===== src/rtl/rgb_frame_loader_pkg.sv =====
// rgb_frame_loader_pkg: shared state encoding, sync default and pixel packing for the UART-to-frame-RAM loader
package rgb_frame_loader_pkg;
    localparam int PIX_W = 12;
    localparam logic [7:0] SYNC_DEFAULT = 8'hAA;
    typedef enum logic [2:0] {IDLE, GET_R, GET_G, GET_B, DONE, GET_CSUM} state_t;
    function automatic logic [PIX_W-1:0] pack_pixel(input logic [3:0] r, input logic [3:0] g, input logic [3:0] b);
        return {r, g, b};
    endfunction
endpackage


===== src/rtl/rgb_frame_loader_inactivity_timer.sv =====
// rgb_frame_loader_inactivity_timer: counts enabled idle clocks, pulses expire on the LIMIT-th clock without clr
module rgb_frame_loader_inactivity_timer #(
    parameter int LIMIT = 520800
) (
    input  logic clk,
    input  logic rst,
    input  logic en,
    input  logic clr,
    output logic expire
);
    localparam int CW = $clog2(LIMIT);
    logic [CW-1:0] count;
    assign expire = en && !clr && count == CW'(LIMIT - 1);
    always_ff @(posedge clk)
        count <= (rst || clr || !en || expire) ? '0 : count + 1'b1;
endmodule


===== src/rtl/rgb_frame_loader.sv =====
// rgb_frame_loader: sync-triggered R,G,B byte packer writing 12-bit pixels to frame RAM; RGB_FRAME_LOADER_CHECKSUM_EN adds a trailing XOR checksum byte
module rgb_frame_loader
    import rgb_frame_loader_pkg::*;
#(
    parameter int H_RES = 160,
    parameter int V_RES = 120,
    parameter int ADDR_W = 15,
    parameter logic [7:0] SYNC_BYTE = SYNC_DEFAULT,
    parameter int TIMEOUT_CLKS = 520800
) (
    input  logic              i_Clock,
    input  logic              i_Reset,
    input  logic              i_Rx_DV,
    input  logic [7:0]        i_Rx_Byte,
    output logic              o_Wr_En,
    output logic [ADDR_W-1:0] o_Wr_Addr,
    output logic [PIX_W-1:0]  o_Wr_Data,
    output logic              o_Busy,
    output logic              o_Frame_Done,
    output logic              o_Frame_Err,
    output logic              o_Led
);
    localparam logic [ADDR_W:0] PIXELS = (ADDR_W + 1)'(H_RES * V_RES);
    localparam logic [ADDR_W-1:0] LAST_ADDR = ADDR_W'(PIXELS - 1'b1);
`ifdef RGB_FRAME_LOADER_CHECKSUM_EN
    localparam state_t LAST_NEXT = GET_CSUM;
`else
    localparam state_t LAST_NEXT = DONE;
`endif
    state_t state, state_d;
    logic wr_d, done_d, err_d, expire, last;
    logic [3:0] r_nib, g_nib;
    assign o_Busy = state != IDLE;
    assign last = o_Wr_Addr == LAST_ADDR;
    rgb_frame_loader_inactivity_timer #(.LIMIT(TIMEOUT_CLKS)) u_timer (
        .clk(i_Clock),
        .rst(i_Reset),
        .en(state inside {GET_R, GET_G, GET_B, GET_CSUM}),
        .clr(i_Rx_DV),
        .expire(expire)
    );
`ifdef RGB_FRAME_LOADER_CHECKSUM_EN
    logic [7:0] csum;
    logic csum_ok;
    assign csum_ok = i_Rx_Byte == csum;
    always_ff @(posedge i_Clock)
        csum <= (i_Reset || state == IDLE) ? '0 :
                (i_Rx_DV && state inside {GET_R, GET_G, GET_B}) ? csum ^ i_Rx_Byte : csum;
`endif
    always_comb begin
        state_d = state;
        wr_d = 1'b0;
        done_d = 1'b0;
        err_d = 1'b0;
        case (state)
            IDLE:  state_d = (i_Rx_DV && i_Rx_Byte == SYNC_BYTE) ? GET_R : IDLE;
            GET_R: state_d = i_Rx_DV ? GET_G : GET_R;
            GET_G: state_d = i_Rx_DV ? GET_B : GET_G;
            GET_B: begin
                wr_d = i_Rx_DV;
                state_d = i_Rx_DV ? (last ? LAST_NEXT : GET_R) : GET_B;
            end
`ifdef RGB_FRAME_LOADER_CHECKSUM_EN
            GET_CSUM: begin
                err_d = i_Rx_DV && !csum_ok;
                state_d = i_Rx_DV ? (csum_ok ? DONE : IDLE) : GET_CSUM;
            end
`endif
            DONE: begin
                done_d = 1'b1;
                state_d = IDLE;
            end
            default: state_d = IDLE;
        endcase
        // expire is already masked by a same-cycle byte, so the byte wins
        if (expire) begin
            err_d = 1'b1;
            state_d = IDLE;
        end
    end
    always_ff @(posedge i_Clock) begin
        if (i_Reset) begin
            state <= IDLE;
            o_Wr_En <= 1'b0;
            o_Wr_Addr <= '0;
            o_Wr_Data <= '0;
            o_Frame_Done <= 1'b0;
            o_Frame_Err <= 1'b0;
            o_Led <= 1'b0;
            r_nib <= '0;
            g_nib <= '0;
        end else begin
            state <= state_d;
            o_Wr_En <= wr_d;
            o_Frame_Done <= done_d;
            o_Frame_Err <= err_d;
            o_Led <= o_Led ^ done_d;
            o_Wr_Addr <= (state_d == IDLE) ? '0 : o_Wr_Addr + ADDR_W'(o_Wr_En);
            if (i_Rx_DV && state == GET_R) r_nib <= i_Rx_Byte[7:4];
            if (i_Rx_DV && state == GET_G) g_nib <= i_Rx_Byte[7:4];
            if (wr_d) o_Wr_Data <= pack_pixel(r_nib, g_nib, i_Rx_Byte[7:4]);
        end
    end
endmodule


===== config.mk =====
export PLATFORM = sky130hd
export DESIGN_NAME = rgb_frame_loader
export DESIGN_NICKNAME = d
export VERILOG_FILES = /design/src/rtl/rgb_frame_loader_pkg.sv /design/src/rtl/rgb_frame_loader_inactivity_timer.sv /design/src/rtl/rgb_frame_loader.sv
export SDC_FILE = /design/constraint.sdc
export NUM_CORES = 1
export LEC_CHECK = 0
export ABC_CLOCK_PERIOD_IN_PS = 2100
export CAP_MARGIN = 5
export CORE_UTILIZATION = 30
export CTS_CLUSTER_DIAMETER = 120
export DETAILED_ROUTE_END_ITERATION = 6
export GPL_ROUTABILITY_DRIVEN = 0
export PLACE_DENSITY_LB_ADDON = 0.12
export SYNTH_ARGS = -nofsm -noshare
export SYNTH_HDL_FRONTEND = slang
export SYNTH_HIERARCHICAL = 1
export SYNTH_SLANG_ARGS = --single-unit

===== constraint.sdc =====
create_clock -name i_Clock -period 2.1 [get_ports i_Clock]
set_input_delay 0.42 -clock i_Clock [delete_from_list [all_inputs] [get_ports i_Clock]]
set_output_delay 0.42 -clock i_Clock [all_outputs]
set_load 0.03 [all_outputs]

Word-level counts from Yosys, hierarchy flattened
Index checks and enable logic that the tools add are counted.

Bits of input ports: 11. Register bits after elaboration: 61. Latch bits: 0. Word-level logic and storage cells: 46. Memories kept: 0. Memory bits (read-only): 0. Bits in writable memories: 0.

Divide/modulo/power cells: 0. Mux-type cells: 10. Bitwise gates (word level): 1. Magnitude comparators: 0. Reductions and logical operators: 15. Multiply operators: 0. Shift operators: 0. Equality and inequality tests: 8. $add $sub $neg: 2.

Operators with widths (count): 19-bit by 1-bit adder with 19-bit output (second input constant) (1); 19-bit equality test (second input constant) (1); 15-bit by 1-bit adder with 15-bit output (1); 15-bit equality test (second input constant) (1); 3-bit one-hot mux with 4 select lines (1); 3-bit 2-to-1 mux (3); 8-bit equality test (second input constant) (1); 3-bit by 2-bit equality test with 1-bit output (second input constant) (2); 3-bit equality test (second input constant) (2); 3-bit logical NOT (2); 1-bit logical AND (5); 1-bit 2-to-1 mux (5); 4-bit nonzero test (1); 3-bit by 1-bit equality test with 1-bit output (second input constant) (1); 1-bit logical OR (3); 3-bit nonzero test (1); 1-bit logical NOT (2); 2-bit 2-to-1 mux (1); 2-bit OR reduction (1); 1-bit XOR (1).

Depth between registers and ports, before layout
Gate-level depths: netlist of the first run.

Depth in word-level cells: 7. Depth in mapped cells: 8. Depth with buffers taken out: 7.

Cells and area by module
Netlist of the first run, hierarchy kept.

Modules (own cells, without submodules): rgb_frame_loader (cells each 193, area each 1709.1 µm², instances 1); rgb_frame_loader_inactivity_timer (cells each 100, area each 888.4 µm², instances 1).

Least setup slack after synthesis of the first run
Ideal clock, no wire load.

Path kind: flip-flop to flip-flop. From: register u_timer.count[6]. To: register o_Wr_Addr[6]. Path buffers: 1. Required time: 1.985 ns. Stages on the path, launching flop included: 8. Library setup time: 0.115 ns. Data arrival time: 1.808 ns. Setup slack: 0.177 ns. Cells stage by stage: dfxtp_1 or4bb_1 nor2_1 nor4b_1 nor3_1 o31ai_4 buf_4 nor2_1.

Longest elaborated chain between the ends: 5.

RTL lines: start: declaration (RTL line rgb_frame_loader_inactivity_timer.sv:12) `logic [CW-1:0] count;`; start signal: assignment (RTL line rgb_frame_loader_inactivity_timer.sv:15) `count <= (rst || clr || !en || expire) ? '0 : count + 1'b1;`; 19-bit equality test (RTL line rgb_frame_loader_inactivity_timer.sv:13) `assign expire = en && !clr && count == CW'(LIMIT - 1);`; 1-bit logical AND (RTL line rgb_frame_loader_inactivity_timer.sv:13); 3-bit 2-to-1 mux (RTL line rgb_frame_loader.sv:76) `if (expire) begin`; 3-bit logical NOT (RTL line rgb_frame_loader.sv:98) `o_Wr_Addr <= (state_d == IDLE) ? '0 : o_Wr_Addr + ADDR_W'(o_Wr_En);`; 2-bit OR reduction (no line); end signal: assignment (RTL line rgb_frame_loader.sv:98); end: declaration (RTL line rgb_frame_loader.sv:16) `output logic [ADDR_W-1:0] o_Wr_Addr,`.

No other way between the ends. A chain may end at the register's enable or synchronous reset.

Worst setup path in the final report of the first run
From: register u_timer.count[11]. To: register u_timer.count[17].

Longest elaborated chain between the ends: 3. Elaborated cells on any way between the ends: 4. Classes of those cells: add/sub: 1; eq/ne: 1; reduce/logical: 2.

RTL lines: parallel branches: the longest is 3 deep, another holds 19-bit by 1-bit adder with 19-bit output.

Several ways; the timed one is not identified.

==> run_summary.xml, run 1 <==
<?xml version="1.0" encoding="UTF-8"?>
<metrics>
  <group name="power">
    <metric name="power.share.combinational" unit="">0.024</metric>
    <metric name="internal_power_of_the_cells" unit="mW">1.605</metric>
    <metric name="seqPwrFrac" unit="">0.559</metric>
    <metric name="switchingPower" unit="uW">464.9</metric>
    <metric name="p_sw_frac" unit="">0.2245</metric>
    <metric name="cellPowerDensity" unit="nW/um2">599.7</metric>
    <metric name="share_clk_of_total_power" unit="">0.417</metric>
    <metric name="fin_total_pwr" unit="mW">2.070</metric>
    <metric name="power_leakage" unit="nW">1.152</metric>
    <metric name="ir_drop" unit="mV">0.3533</metric>
  </group>
  <group name="critical_path">
    <metric name="cp_delay_by_family_top" unit="">simple AND/OR/NAND/NOR gates</metric>
    <metric name="crit_path_max_fanout" unit="">19</metric>
    <metric name="r2r_cells" unit="">5</metric>
    <metric name="setup.worst_path.end_class" unit="">flip-flop</metric>
    <metric name="worst_setup_path_start_kind" unit="">flip-flop</metric>
    <metric name="reg2reg_from" unit="">u_timer/count[11]$_SDFF_PP0_</metric>
    <metric name="worst-endpoint-required" unit="ps">2320</metric>
    <metric name="critPathLaunch" unit="">u_timer/count[11]$_SDFF_PP0_</metric>
    <metric name="timing.critical_path.to" unit="">u_timer/count[17]$_SDFF_PP0_</metric>
    <metric name="path_cells" unit="">or4b_1, or4_4, o21ai_4, buf_12, a21oi_1</metric>
    <metric name="critical_path.max_stage_delay" unit="ps">550</metric>
    <metric name="timing.reg2reg.setup_slack" unit="ps">180</metric>
    <metric name="critical_path_cell_count" unit="">5</metric>
    <metric name="cp_arrival" unit="ps">2130</metric>
    <metric name="reg_to_reg_end" unit="">u_timer/count[17]$_SDFF_PP0_</metric>
    <metric name="critical_path_class" unit="">flip-flop to flip-flop</metric>
    <metric name="crit_buf_inv" unit="">1</metric>
    <metric name="cell_at_the_slowest_stage_of_the_critical_path" unit="">or4b_1</metric>
  </group>
  <group name="synthesis">
    <metric name="number_of_synthesized_register_bits" unit="">61</metric>
    <metric name="synthesis.nets" unit="">307</metric>
    <metric name="synthesis.area" unit="um2">2597</metric>
    <metric name="netlist-cell-type-count" unit="">39</metric>
    <metric name="syn-mean-instance-area" unit="um2">8.865</metric>
    <metric name="synth.yosys.seq_area_share" unit="">0.4701</metric>
    <metric name="synth-warning-count" unit="">6</metric>
    <metric name="post_synth_inst_count" unit="">293</metric>
  </group>
  <group name="placed_design">
    <metric name="buffer_ports.inserted" unit="">42</metric>
    <metric name="placedCellCount" unit="">452</metric>
    <metric name="dpl.hpwl" unit="um">3878</metric>
    <metric name="detailedPlace.worstSlack" unit="ps">-39.91</metric>
  </group>
  <group name="sta">
    <metric name="maxSlewHeadroom" unit="">0.7230</metric>
    <metric name="timing.final.setup_violations" unit="">0</metric>
    <metric name="timing.clock.skew" unit="ps">9.401</metric>
    <metric name="final-hold-violation-count" unit="">0</metric>
    <metric name="final_count_of_pins_violating_max_slew" unit="">0</metric>
    <metric name="worst_pin_slew" unit="ps">409.9</metric>
    <metric name="finalSetupTns" unit="ps">0</metric>
    <metric name="min_period" unit="ps">1915</metric>
    <metric name="rsz0062_at_grt" unit="">no</metric>
    <metric name="achievable-frequency" unit="MHz">522.2</metric>
    <metric name="final.setup.worst_slack" unit="ps">184.9</metric>
    <metric name="fin_crit_sh" unit="">0.9120</metric>
  </group>
  <group name="global_routing">
    <metric name="global_route.usage.total" unit="">0.1372</metric>
    <metric name="met1_demand_to_capacity_share_in_global_routing" unit="">0.1702</metric>
    <metric name="initial_antenna_violation_count" unit="">0</metric>
    <metric name="grt_use_met2" unit="">0.2146</metric>
    <metric name="use_met3" unit="">0.05901</metric>
    <metric name="busiest_layer" unit="">met2</metric>
    <metric name="first_global_vias" unit="">2022</metric>
    <metric name="gr-total-overflow" unit="">0</metric>
    <metric name="grt_pass1_wl" unit="um">9363</metric>
    <metric name="maximum_number_of_pins_on_one_net_before_global_route_repair" unit="">27</metric>
  </group>
  <group name="cts">
    <metric name="clock_latency" unit="ps">330</metric>
    <metric name="cts.sink_count" unit="">61</metric>
    <metric name="post-cts-setup-buffers" unit="">0</metric>
    <metric name="clockBufferDepth" unit="">2</metric>
    <metric name="reg_clk_slew_reported_paths" unit="ps">70</metric>
    <metric name="ctsHtreeMaxLevel" unit="">3</metric>
    <metric name="clock-root-buffer" unit="">clkbuf_8</metric>
    <metric name="cts_resized" unit="">1</metric>
    <metric name="cts_tree" unit="">done</metric>
    <metric name="cts_hold_repair.buffers" unit="">0</metric>
    <metric name="cts_buffers" unit="">9</metric>
  </group>
  <group name="finish">
    <metric name="drive_above_1_share" unit="">0.1322</metric>
    <metric name="n_fill_cell" unit="">847</metric>
    <metric name="areaGrowthSynthToFinish" unit="%">32.90</metric>
    <metric name="final_cells" unit="">468</metric>
    <metric name="finalNetCount" unit="">372</metric>
    <metric name="final_common_cell" unit="">dfxtp_1</metric>
    <metric name="antenna_cells_inserted" unit="">0</metric>
    <metric name="layout.cells.most_common_list" unit="">dfxtp_1, nor2_1, clkdlybuf4s50_1</metric>
  </group>
  <group name="detailed_routing">
    <metric name="totalWireLength" unit="um">5565</metric>
    <metric name="vias" unit="">2197</metric>
    <metric name="vias_per_cell" unit="">4.694</metric>
    <metric name="drt_first_iter_violations" unit="">89</metric>
    <metric name="routedWlPerCell" unit="um">11.89</metric>
    <metric name="drt-pass1-iter-count" unit="">4</metric>
    <metric name="drc" unit="">0</metric>
    <metric name="number_of_nets_still_failing_antenna_checks_after_routing" unit="">0</metric>
  </group>
  <group name="floorplan">
    <metric name="height_of_the_chip" unit="um">95.05</metric>
    <metric name="start_util" unit="">0.3130</metric>
    <metric name="dieArea" unit="um2">9035</metric>
    <metric name="row_count" unit="">33</metric>
    <metric name="floorplan.die.width" unit="um">95.05</metric>
    <metric name="io_pins" unit="">43</metric>
    <metric name="fp.coreArea" unit="um2">8299</metric>
  </group>
  <group name="run_status">
    <metric name="status" unit="">finished clean</metric>
  </group>
  <group name="min_path">
    <metric name="class_of_the_tightest_hold_or_removal_check" unit="">flip-flop to flip-flop</metric>
  </group>
  <group name="job">
    <metric name="maxCapViolCount" unit="">0</metric>
  </group>
</metrics>
==> per-layer routing <==
| layer | part of all wire | routed length [um] |
|---|---|---|
| met4 | 0.0097 | 54 |
| met2 | 0.46 | 2550 |
| met3 | 0.048 | 267 |
| met1 | 0.48 | 2692 |
| met5 | 0 | 0 |
==> how the worst min path moves through the flow <==
stage / slack [ps] / cells after the start / end / start
after floorplan: 430 / 1 / u_timer/count[0]$_SDFF_PP0_ / u_timer/count[0]$_SDFF_PP0_
after global routing: 480 / 2 / o_Wr_Data[9]$_SDFFE_PP0P_ / o_Wr_Data[9]$_SDFFE_PP0P_
after detailed placement: 450 / 2 / o_Wr_Data[6]$_SDFFE_PP0P_ / g_nib[2]$_SDFFE_PP0N_
after CTS: 460 / 2 / o_Wr_Data[6]$_SDFFE_PP0P_ / g_nib[2]$_SDFFE_PP0N_
after global placement: 440 / 1 / u_timer/count[0]$_SDFF_PP0_ / u_timer/count[0]$_SDFF_PP0_
final: 450 / 2 / o_Wr_Data[9]$_SDFFE_PP0P_ / r_nib[1]$_SDFFE_PP0N_
==> registers in the layout (all words and copies together), names as in the netlist <==
| name | cells |
|---|---|
| o_Wr_Data | 12 |
| o_Wr_En | 1 |
| state | 3 |
| r_nib | 4 |
| o_Frame_Done | 1 |
| u_timer/count | 19 |
| o_Wr_Addr | 15 |
| g_nib | 4 |
| o_Frame_Err | 1 |
| o_Led | 1 |
==> synth_stat cells <==
master | instances | share of area
and4_1 | 5 | 0.017
buf_6 | 1 | 0.0043
nor3_2 | 2 | 0.0077
o21ai_4 | 1 | 0.0063
nor3_1 | 5 | 0.0096
nand2b_1 | 1 | 0.0024
nand3_1 | 17 | 0.033
o31ai_1 | 4 | 0.012
clkbuf_1 | 7 | 0.010
and2_1 | 3 | 0.0072
nand2_1 | 35 | 0.051
inv_1 | 4 | 0.0058
nor4b_1 | 2 | 0.0067
and4_4 | 1 | 0.0043
ha_1 | 3 | 0.014
or4_1 | 3 | 0.0087
or4bb_1 | 1 | 0.0043
a21oi_1 | 19 | 0.037
buf_4 | 2 | 0.0058
or4b_1 | 1 | 0.0039
and3b_1 | 1 | 0.0034
dfxtp_1 | 61 | 0.47
inv_2 | 1 | 0.0014
nor4bb_1 | 2 | 0.0077
nor4_1 | 2 | 0.0048
nor2b_1 | 2 | 0.0048
or2_2 | 2 | 0.0048
buf_2 | 3 | 0.0058
or4_4 | 1 | 0.0043
mux2i_1 | 9 | 0.035
nor2_1 | 44 | 0.064
and3_1 | 1 | 0.0024
xor2_1 | 17 | 0.057
o21ai_0 | 5 | 0.0096
o31ai_4 | 1 | 0.0082
and4b_1 | 1 | 0.0039
or3_1 | 6 | 0.014
xnor2_1 | 8 | 0.027
nand4_1 | 9 | 0.022
==> area by class of cell <==
type	instances	area (um2)	area share
clock inverters	5	27.53	0.007974
clock buffers	11	131.4	0.03806
repair buffers	67	631.9	0.1830
flip-flops and latches	61	1221	0.3538
inverters	5	18.77	0.005437
well taps	105	131.4	0.03806
multi-input cells	214	1290	0.3737
==> through the flow <==
stage | instance area (um2) | util | hold WS, ps
after floorplan | 2597 | - | 429.6
after global placement | 3294 | 0.3970 | 440.9
after detailed placement | 3294 | 0.3970 | 445.8
after CTS | 3452 | 0.4160 | 456.3
after global routing | 3452 | 0.4160 | 476.4
final | 3452 | 0.4160 | 453.9
==> logic make-up (layout without fill, tap and decap cells) <==
kind of cell	after synthesis	count (layout)	synth area share
simple gates	147	147	0.2909
flops	61	61	0.4701
compound gates	30	30	0.07225
xor+xnor	25	25	0.08430
buf+inv	18	88	0.03323
mux	9	9	0.03468
fa+ha+maj	3	3	0.01445
==> tightest hold or removal path, stage by stage, from the launching register on <==
cell and delay (ps):
dfxtp_1 310, nand2_1 50, a21oi_1 50
==> power by group through the flow <==
stage	registers (mW)	logic, mW	clock network, mW
2_1_floorplan	1.18	0.0123	0
3_3_place_gp	1.18	0.0512	0
3_5_place_dp	1.18	0.0512	0
4_1_cts	1.16	0.0512	0.903
5_1_grt	1.16	0.0546	0.959
6_report	1.16	0.0500	0.863
Power figures use the tool's default switching activity.
==> run 2: changes to the inputs <==
--- a/config.mk
+++ b/config.mk
@@ -5,8 +5,9 @@
 export SDC_FILE = /design/constraint.sdc
 export NUM_CORES = 1
 export LEC_CHECK = 0
-export ABC_CLOCK_PERIOD_IN_PS = 2100
+export ABC_CLOCK_PERIOD_IN_PS = 2200
 export CAP_MARGIN = 5
+export CORE_MARGIN = 1
 export CORE_UTILIZATION = 30
 export CTS_CLUSTER_DIAMETER = 120
 export DETAILED_ROUTE_END_ITERATION = 6
==> constraint.sdc (replaced) <==
create_clock -name i_Clock -period 2.2 [get_ports i_Clock]
set_input_delay 0.44 -clock i_Clock [delete_from_list [all_inputs] [get_ports i_Clock]]
set_output_delay 0.44 -clock i_Clock [all_outputs]
set_load 0.03 [all_outputs]
==> run 2 against run 1 <==
Compared with the run above:
- clock skew rose by 0.69 ps
- critical path type unchanged
- fmax is 1.5% lower
- global-route usage is 0.32 points higher
- combinational power fell by 6.6%
- die area is the same
- cell count is 1.1% lower
- register-to-register slack better by 70 ps
- worst setup slack improved by 72 ps
- worst hold slack is essentially flat
- via count is 1.8% lower
- sequential power is 5% lower
- sequential share of layout area is 0.63 points lower
==> run_summary.xml, run 2 (same netlist as run 1, synthesis figures left out) <==
<?xml version="1.0" encoding="UTF-8"?>
<metrics>
  <group name="run_status">
    <metric name="status" unit="">finished clean</metric>
  </group>
  <group name="cts">
    <metric name="cts.sink_count" unit="">61</metric>
    <metric name="clock-root-buffer" unit="">clkbuf_8</metric>
    <metric name="clock_latency" unit="ps">340</metric>
    <metric name="cts_tree" unit="">done</metric>
    <metric name="reg_clk_slew_reported_paths" unit="ps">70</metric>
    <metric name="clockBufferDepth" unit="">2</metric>
    <metric name="ctsHtreeMaxLevel" unit="">3</metric>
    <metric name="post-cts-setup-buffers" unit="">0</metric>
    <metric name="cts_buffers" unit="">9</metric>
  </group>
  <group name="critical_path">
    <metric name="critPathLaunch" unit="">u_timer/count[0]$_SDFF_PP0_</metric>
    <metric name="cp_arrival" unit="ps">2170</metric>
    <metric name="worst_setup_path_start_kind" unit="">flip-flop</metric>
    <metric name="crit_path_max_fanout" unit="">19</metric>
    <metric name="reg2reg_from" unit="">u_timer/count[0]$_SDFF_PP0_</metric>
    <metric name="reg_to_reg_end" unit="">u_timer/count[6]$_SDFF_PP0_</metric>
    <metric name="worst-endpoint-required" unit="ps">2420</metric>
    <metric name="r2r_cells" unit="">7</metric>
    <metric name="setup.worst_path.end_class" unit="">flip-flop</metric>
    <metric name="critical_path_class" unit="">flip-flop to flip-flop</metric>
    <metric name="timing.reg2reg.setup_slack" unit="ps">260</metric>
  </group>
  <group name="sta">
    <metric name="final-hold-violation-count" unit="">0</metric>
    <metric name="achievable-frequency" unit="MHz">514.6</metric>
    <metric name="final_count_of_pins_violating_max_slew" unit="">0</metric>
    <metric name="rsz0062_at_grt" unit="">no</metric>
    <metric name="worst_pin_slew" unit="ps">469.9</metric>
    <metric name="timing.final.setup_violations" unit="">0</metric>
    <metric name="maxSlewHeadroom" unit="">0.6843</metric>
    <metric name="fin_crit_sh" unit="">0.8834</metric>
    <metric name="final.setup.worst_slack" unit="ps">256.6</metric>
    <metric name="timing.clock.skew" unit="ps">10.09</metric>
    <metric name="min_period" unit="ps">1943</metric>
    <metric name="finalSetupTns" unit="ps">0</metric>
  </group>
  <group name="global_routing">
    <metric name="initial_antenna_violation_count" unit="">0</metric>
    <metric name="maximum_number_of_pins_on_one_net_before_global_route_repair" unit="">27</metric>
    <metric name="global_route.usage.total" unit="">0.1404</metric>
    <metric name="first_global_vias" unit="">2060</metric>
    <metric name="grt_pass1_wl" unit="um">9639</metric>
    <metric name="gr-total-overflow" unit="">0</metric>
  </group>
  <group name="finish">
    <metric name="drive_above_1_share" unit="">0.1229</metric>
    <metric name="max_flop_register" unit="">u_timer/count</metric>
    <metric name="finish.instance_area" unit="um2">3515</metric>
    <metric name="n_fill_cell" unit="">833</metric>
    <metric name="final_common_cell" unit="">dfxtp_1</metric>
    <metric name="layout.cells.most_common_list" unit="">dfxtp_1, nor2_1, clkdlybuf4s50_1</metric>
    <metric name="layout_utilization" unit="">0.4235</metric>
    <metric name="largest_register_ffs" unit="">19</metric>
    <metric name="finalNetCount" unit="">367</metric>
    <metric name="largestRegisters" unit="">u_timer/count (19), o_Wr_Addr (15), o_Wr_Data (12)</metric>
    <metric name="areaGrowthSynthToFinish" unit="%">35.31</metric>
    <metric name="antenna_cells_inserted" unit="">0</metric>
  </group>
  <group name="power">
    <metric name="fin_total_pwr" unit="mW">2.428</metric>
    <metric name="cellPowerDensity" unit="nW/um2">690.9</metric>
    <metric name="ir_drop" unit="mV">0.4790</metric>
    <metric name="power_leakage" unit="nW">1.173</metric>
  </group>
  <group name="detailed_routing">
    <metric name="vias_per_cell" unit="">4.659</metric>
    <metric name="drt_first_iter_violations" unit="">58</metric>
    <metric name="routedWlPerCell" unit="um">12.20</metric>
    <metric name="drc" unit="">0</metric>
    <metric name="totalWireLength" unit="um">5650</metric>
    <metric name="vias" unit="">2157</metric>
    <metric name="number_of_nets_still_failing_antenna_checks_after_routing" unit="">0</metric>
    <metric name="drt-pass1-iter-count" unit="">4</metric>
  </group>
  <group name="job">
    <metric name="maxCapViolCount" unit="">0</metric>
  </group>
  <group name="floorplan">
    <metric name="io_pins" unit="">43</metric>
    <metric name="height_of_the_chip" unit="um">95.05</metric>
    <metric name="floorplan.die.width" unit="um">95.05</metric>
    <metric name="fp.coreArea" unit="um2">8299</metric>
    <metric name="start_util" unit="">0.3130</metric>
    <metric name="row_count" unit="">33</metric>
    <metric name="dieArea" unit="um2">9035</metric>
  </group>
  <group name="min_path">
    <metric name="hold_end" unit="">o_Wr_Data[9]$_SDFFE_PP0P_</metric>
    <metric name="number_of_cells_on_the_worst_hold_path" unit="">2</metric>
    <metric name="min-delay-start" unit="">r_nib[1]$_SDFFE_PP0N_</metric>
    <metric name="class_of_the_tightest_hold_or_removal_check" unit="">flip-flop to flip-flop</metric>
  </group>
  <group name="placed_design">
    <metric name="post_dp_cell_area" unit="um2">3257</metric>
    <metric name="buffer_ports.inserted" unit="">42</metric>
    <metric name="dpl.hpwl" unit="um">3875</metric>
    <metric name="detailedPlace.worstSlack" unit="ps">50.33</metric>
  </group>
</metrics>
[run 2: cell count changes in the layout (fill, tap and decap cells not counted), sizes merged]
cell      delta
clkbuf       +2
clkinvlp     -1
clkinv       -4
buf          -5
bufinv       +3
[run 2: where the power goes]
part           total, mW  switching (mW)  internal, mW
logic             0.0467          0.0202        0.0265
registers           1.10        0.000110          1.10
clock network       1.28           0.431         0.847
total               2.43           0.451          1.98
[run 2: routing by layer]
layer  share of wire  vias up  wire, um  global-route usage
li1                -     1129         -                   -
met3           0.042        7       240             0.05104
met4           0.015        0        87             0.06439
met5               0        -         0                   0
met2            0.43       36      2456              0.2134
met1            0.51      985      2865              0.1768
[run 2: worst max-delay path: stages, from the launching register on]
cell	delay (ps)
dfxtp_1	370
ha_1	240
nand4_1	170
buf_4	190
or4_4	480
o21ai_4	150
buf_12	170
nor2_1	60
[run 2: timing repair]
item / CTS / global route
setup endpoints to repair: 1 / 0
hold buffers: 0 / 0
resized for setup: 1 / 0
[run 2: layout make-up]
| cell class | instances | area [um2] | area share |
|---|---|---|---|
| inverters | 5 | 18.77 | 0.005340 |
| multi-input cells | 214 | 1290 | 0.3670 |
| flip-flops and latches | 61 | 1221 | 0.3475 |
| repair buffers | 62 | 594.3 | 0.1691 |
| clock inverters | 3 | 90.09 | 0.02563 |
| clock buffers | 13 | 168.9 | 0.04806 |
| well taps | 105 | 131.4 | 0.03738 |
[run 2: metrics by stage]
| stage | hold WS, ps | cells |
|---|---|---|
| global route | 475.0 | 463 |
| floorplan | 429.6 | 293 |
| global placement | 440.5 | 447 |
| CTS | 457.9 | 463 |
| detailed placement | 445.9 | 447 |
| finish | 454.2 | 463 |
[run 2: worst max path at each step]
| stage | cells past startpoint | to |
|---|---|---|
| finish | 7 | u_timer/count[6]$_SDFF_PP0_ |
| CTS | 2 | o_Busy |
| detailed placement | 6 | u_timer/count[15]$_SDFF_PP0_ |
| global placement | 6 | u_timer/count[15]$_SDFF_PP0_ |
| global route | 7 | o_Wr_Addr[4]$_SDFF_PP0_ |
| floorplan | 7 | o_Wr_Addr[6]$_SDFF_PP0_ |
==> run 3: changes to the inputs <==
--- a/config.mk
+++ b/config.mk
@@ -12,7 +12,8 @@
 export CTS_CLUSTER_DIAMETER = 120
 export DETAILED_ROUTE_END_ITERATION = 6
 export GPL_ROUTABILITY_DRIVEN = 0
-export PLACE_DENSITY_LB_ADDON = 0.12
+export PLACE_DENSITY = 0.56
+export RECOVER_POWER = 25
 export SYNTH_ARGS = -nofsm -noshare
 export SYNTH_HDL_FRONTEND = slang
 export SYNTH_HIERARCHICAL = 1
==> run 3 against run 2 <==
Compared with the run above:
- sequential cell count is the same
- final area shrank 3.8%
- sequential share of layout area grew 1.4 points
- count of clock-buffer cells in the layout shrank 3
- sequential power is essentially flat
- non-clock buffer count shrank 5
- clock power shrank 24%
- power shrank 12%
- largest power group is now registers
==> run_summary.xml, run 3 (same netlist as run 1, synthesis figures left out) <==
<?xml version="1.0" encoding="UTF-8"?>
<metrics>
  <group name="run_status">
    <metric name="status" unit="">finished clean</metric>
  </group>
  <group name="floorplan">
    <metric name="fp.coreArea" unit="um2">8299</metric>
    <metric name="row_count" unit="">33</metric>
    <metric name="io_pins" unit="">43</metric>
    <metric name="floorplan.die.width" unit="um">95.05</metric>
    <metric name="start_util" unit="">0.3130</metric>
    <metric name="dieArea" unit="um2">9035</metric>
    <metric name="height_of_the_chip" unit="um">95.05</metric>
  </group>
  <group name="job">
    <metric name="maxCapViolCount" unit="">0</metric>
  </group>
  <group name="critical_path">
    <metric name="cp_arrival" unit="ps">2150</metric>
    <metric name="worst-endpoint-required" unit="ps">2400</metric>
    <metric name="setup.worst_path.end_class" unit="">flip-flop</metric>
    <metric name="worst_setup_path_start_kind" unit="">flip-flop</metric>
    <metric name="reg2reg_from" unit="">u_timer/count[7]$_SDFF_PP0_</metric>
    <metric name="critical_path_class" unit="">flip-flop to flip-flop</metric>
    <metric name="crit_path_max_fanout" unit="">15</metric>
    <metric name="critPathLaunch" unit="">u_timer/count[7]$_SDFF_PP0_</metric>
    <metric name="timing.reg2reg.setup_slack" unit="ps">250</metric>
  </group>
  <group name="power">
    <metric name="power_leakage" unit="nW">1.096</metric>
    <metric name="cellPowerDensity" unit="nW/um2">628.6</metric>
    <metric name="internal_power_of_the_cells" unit="mW">1.650</metric>
    <metric name="p_sw_frac" unit="">0.2235</metric>
    <metric name="power.share.combinational" unit="">0.022</metric>
    <metric name="switchingPower" unit="uW">475.0</metric>
    <metric name="ir_drop" unit="mV">0.2975</metric>
    <metric name="seqPwrFrac" unit="">0.519</metric>
    <metric name="share_clk_of_total_power" unit="">0.459</metric>
  </group>
  <group name="finish">
    <metric name="drive_above_1_share" unit="">0.09632</metric>
    <metric name="antenna_cells_inserted" unit="">0</metric>
    <metric name="finalNetCount" unit="">362</metric>
    <metric name="layout_utilization" unit="">0.4074</metric>
    <metric name="seq_area" unit="um2">1221</metric>
    <metric name="finish.instance_area" unit="um2">3381</metric>
    <metric name="max_flop_register" unit="">u_timer/count</metric>
    <metric name="n_fill_cell" unit="">850</metric>
    <metric name="multi_input_area" unit="um2">1285</metric>
    <metric name="largest_register_ffs" unit="">19</metric>
    <metric name="layout.cells.most_common_list" unit="">dfxtp_1, nor2_1, clkdlybuf4s50_1</metric>
    <metric name="largestRegisters" unit="">u_timer/count (19), o_Wr_Addr (15), o_Wr_Data (12)</metric>
    <metric name="areaGrowthSynthToFinish" unit="%">30.15</metric>
    <metric name="final_common_cell" unit="">dfxtp_1</metric>
  </group>
  <group name="global_routing">
    <metric name="gr-total-overflow" unit="">0</metric>
    <metric name="maximum_number_of_pins_on_one_net_before_global_route_repair" unit="">27</metric>
    <metric name="global_route.usage.total" unit="">0.1344</metric>
    <metric name="first_global_vias" unit="">1973</metric>
    <metric name="grt_pass1_wl" unit="um">9183</metric>
    <metric name="initial_antenna_violation_count" unit="">0</metric>
  </group>
  <group name="sta">
    <metric name="finalSetupTns" unit="ps">0</metric>
    <metric name="fin_crit_sh" unit="">0.8841</metric>
    <metric name="worst_pin_slew" unit="ps">635.4</metric>
    <metric name="maxSlewHeadroom" unit="">0.5764</metric>
    <metric name="final_count_of_pins_violating_max_slew" unit="">0</metric>
    <metric name="whs" unit="ps">452.8</metric>
    <metric name="final-hold-violation-count" unit="">0</metric>
    <metric name="timing.final.setup_violations" unit="">0</metric>
    <metric name="timing.clock.skew" unit="ps">10.23</metric>
    <metric name="min_period" unit="ps">1945</metric>
    <metric name="achievable-frequency" unit="MHz">514.1</metric>
    <metric name="rsz0062_at_grt" unit="">no</metric>
  </group>
  <group name="detailed_routing">
    <metric name="totalWireLength" unit="um">5574</metric>
    <metric name="drt_first_iter_violations" unit="">68</metric>
    <metric name="number_of_nets_still_failing_antenna_checks_after_routing" unit="">0</metric>
    <metric name="drc" unit="">0</metric>
    <metric name="vias_per_cell" unit="">4.745</metric>
    <metric name="vias" unit="">2173</metric>
    <metric name="drt-pass1-iter-count" unit="">4</metric>
    <metric name="routedWlPerCell" unit="um">12.17</metric>
  </group>
  <group name="min_path">
    <metric name="class_of_the_tightest_hold_or_removal_check" unit="">flip-flop to flip-flop</metric>
    <metric name="min-delay-start" unit="">g_nib[0]$_SDFFE_PP0N_</metric>
  </group>
  <group name="cts">
    <metric name="cts_hold_repair.buffers" unit="">0</metric>
    <metric name="reg_clk_slew_reported_paths" unit="ps">70</metric>
    <metric name="clockBufferDepth" unit="">2</metric>
    <metric name="clock_latency" unit="ps">340</metric>
    <metric name="cts.sink_count" unit="">61</metric>
    <metric name="cts_buffers" unit="">9</metric>
    <metric name="clock-root-buffer" unit="">clkbuf_8</metric>
    <metric name="cts_tree" unit="">done</metric>
    <metric name="ctsHtreeMaxLevel" unit="">3</metric>
    <metric name="post-cts-setup-buffers" unit="">0</metric>
  </group>
  <group name="placed_design">
    <metric name="buffer_ports.inserted" unit="">42</metric>
    <metric name="post_dp_cell_area" unit="um2">3207</metric>
    <metric name="dpl.hpwl" unit="um">3917</metric>
  </group>
</metrics>
==> run 3: routing by layer <==
layer / GRT usage / vias to the layer above / part of all wire
met2: 0.2014 / 45 / 0.43
met3: 0.03828 / 8 / 0.050
met5: 0 / - / 0
met1: 0.1756 / 992 / 0.50
li1: - / 1128 / -
met4: 0.06818 / 0 / 0.018
==> run 3: repair_timing <==
item / 4_1_cts / 5_1_grt
setup endpoints to repair: 0 / 1
endpoints found under the hold margin: 0 / 0
gates resized for setup: 0 / 1
==> run 3: cell type report <==
cell class,instances,area share
Clock buffer,10,0.03775
Clock inverter,6,0.01887
Inverter,5,0.005551
Multi-Input combinational cell,214,0.3801
Sequential cell,61,0.3612
Tap cell,105,0.03886
Timing Repair Buffer,57,0.1577
==> run 3: per-stage QoR <==
stage	cells	setup slack (ps)	power, mW
2_1_floorplan	293	277.1	1.141
3_3_place_gp	442	73.84	1.175
3_5_place_dp	442	57.41	1.175
4_1_cts	458	18.83	2.156
5_1_grt	458	58.38	2.209
6_report	458	255.0	2.125
==> run 3: critical path, stage by stage, from the launching register on <==
cell and delay, ps:
dfxtp_1 350, or4bb_1 550, nor2_1 100, nor4b_1 330
nor3_1 170, o31ai_4 190, nor2_1 100
==> run 3: power groups by stage <==
| stage | registers [mW] | clock network, mW | logic [mW] |
|---|---|---|---|
| 6_report | 1.10 | 0.976 | 0.0459 |
| 5_1_grt | 1.10 | 1.06 | 0.0489 |
| 4_1_cts | 1.10 | 1.01 | 0.0464 |
| 3_5_place_dp | 1.13 | 0 | 0.0461 |
| 3_3_place_gp | 1.13 | 0 | 0.0460 |
| 2_1_floorplan | 1.13 | 0 | 0.0117 |
==> run 3: final timing paths <==
path                          endpoint  depth (start not counted)
max            o_Wr_Addr[9]$_SDFF_PP0_                          6
min          o_Wr_Data[4]$_SDFFE_PP0P_                          2
max reg2reg    o_Wr_Addr[9]$_SDFF_PP0_                          6
min reg2reg  o_Wr_Data[4]$_SDFFE_PP0P_                          2
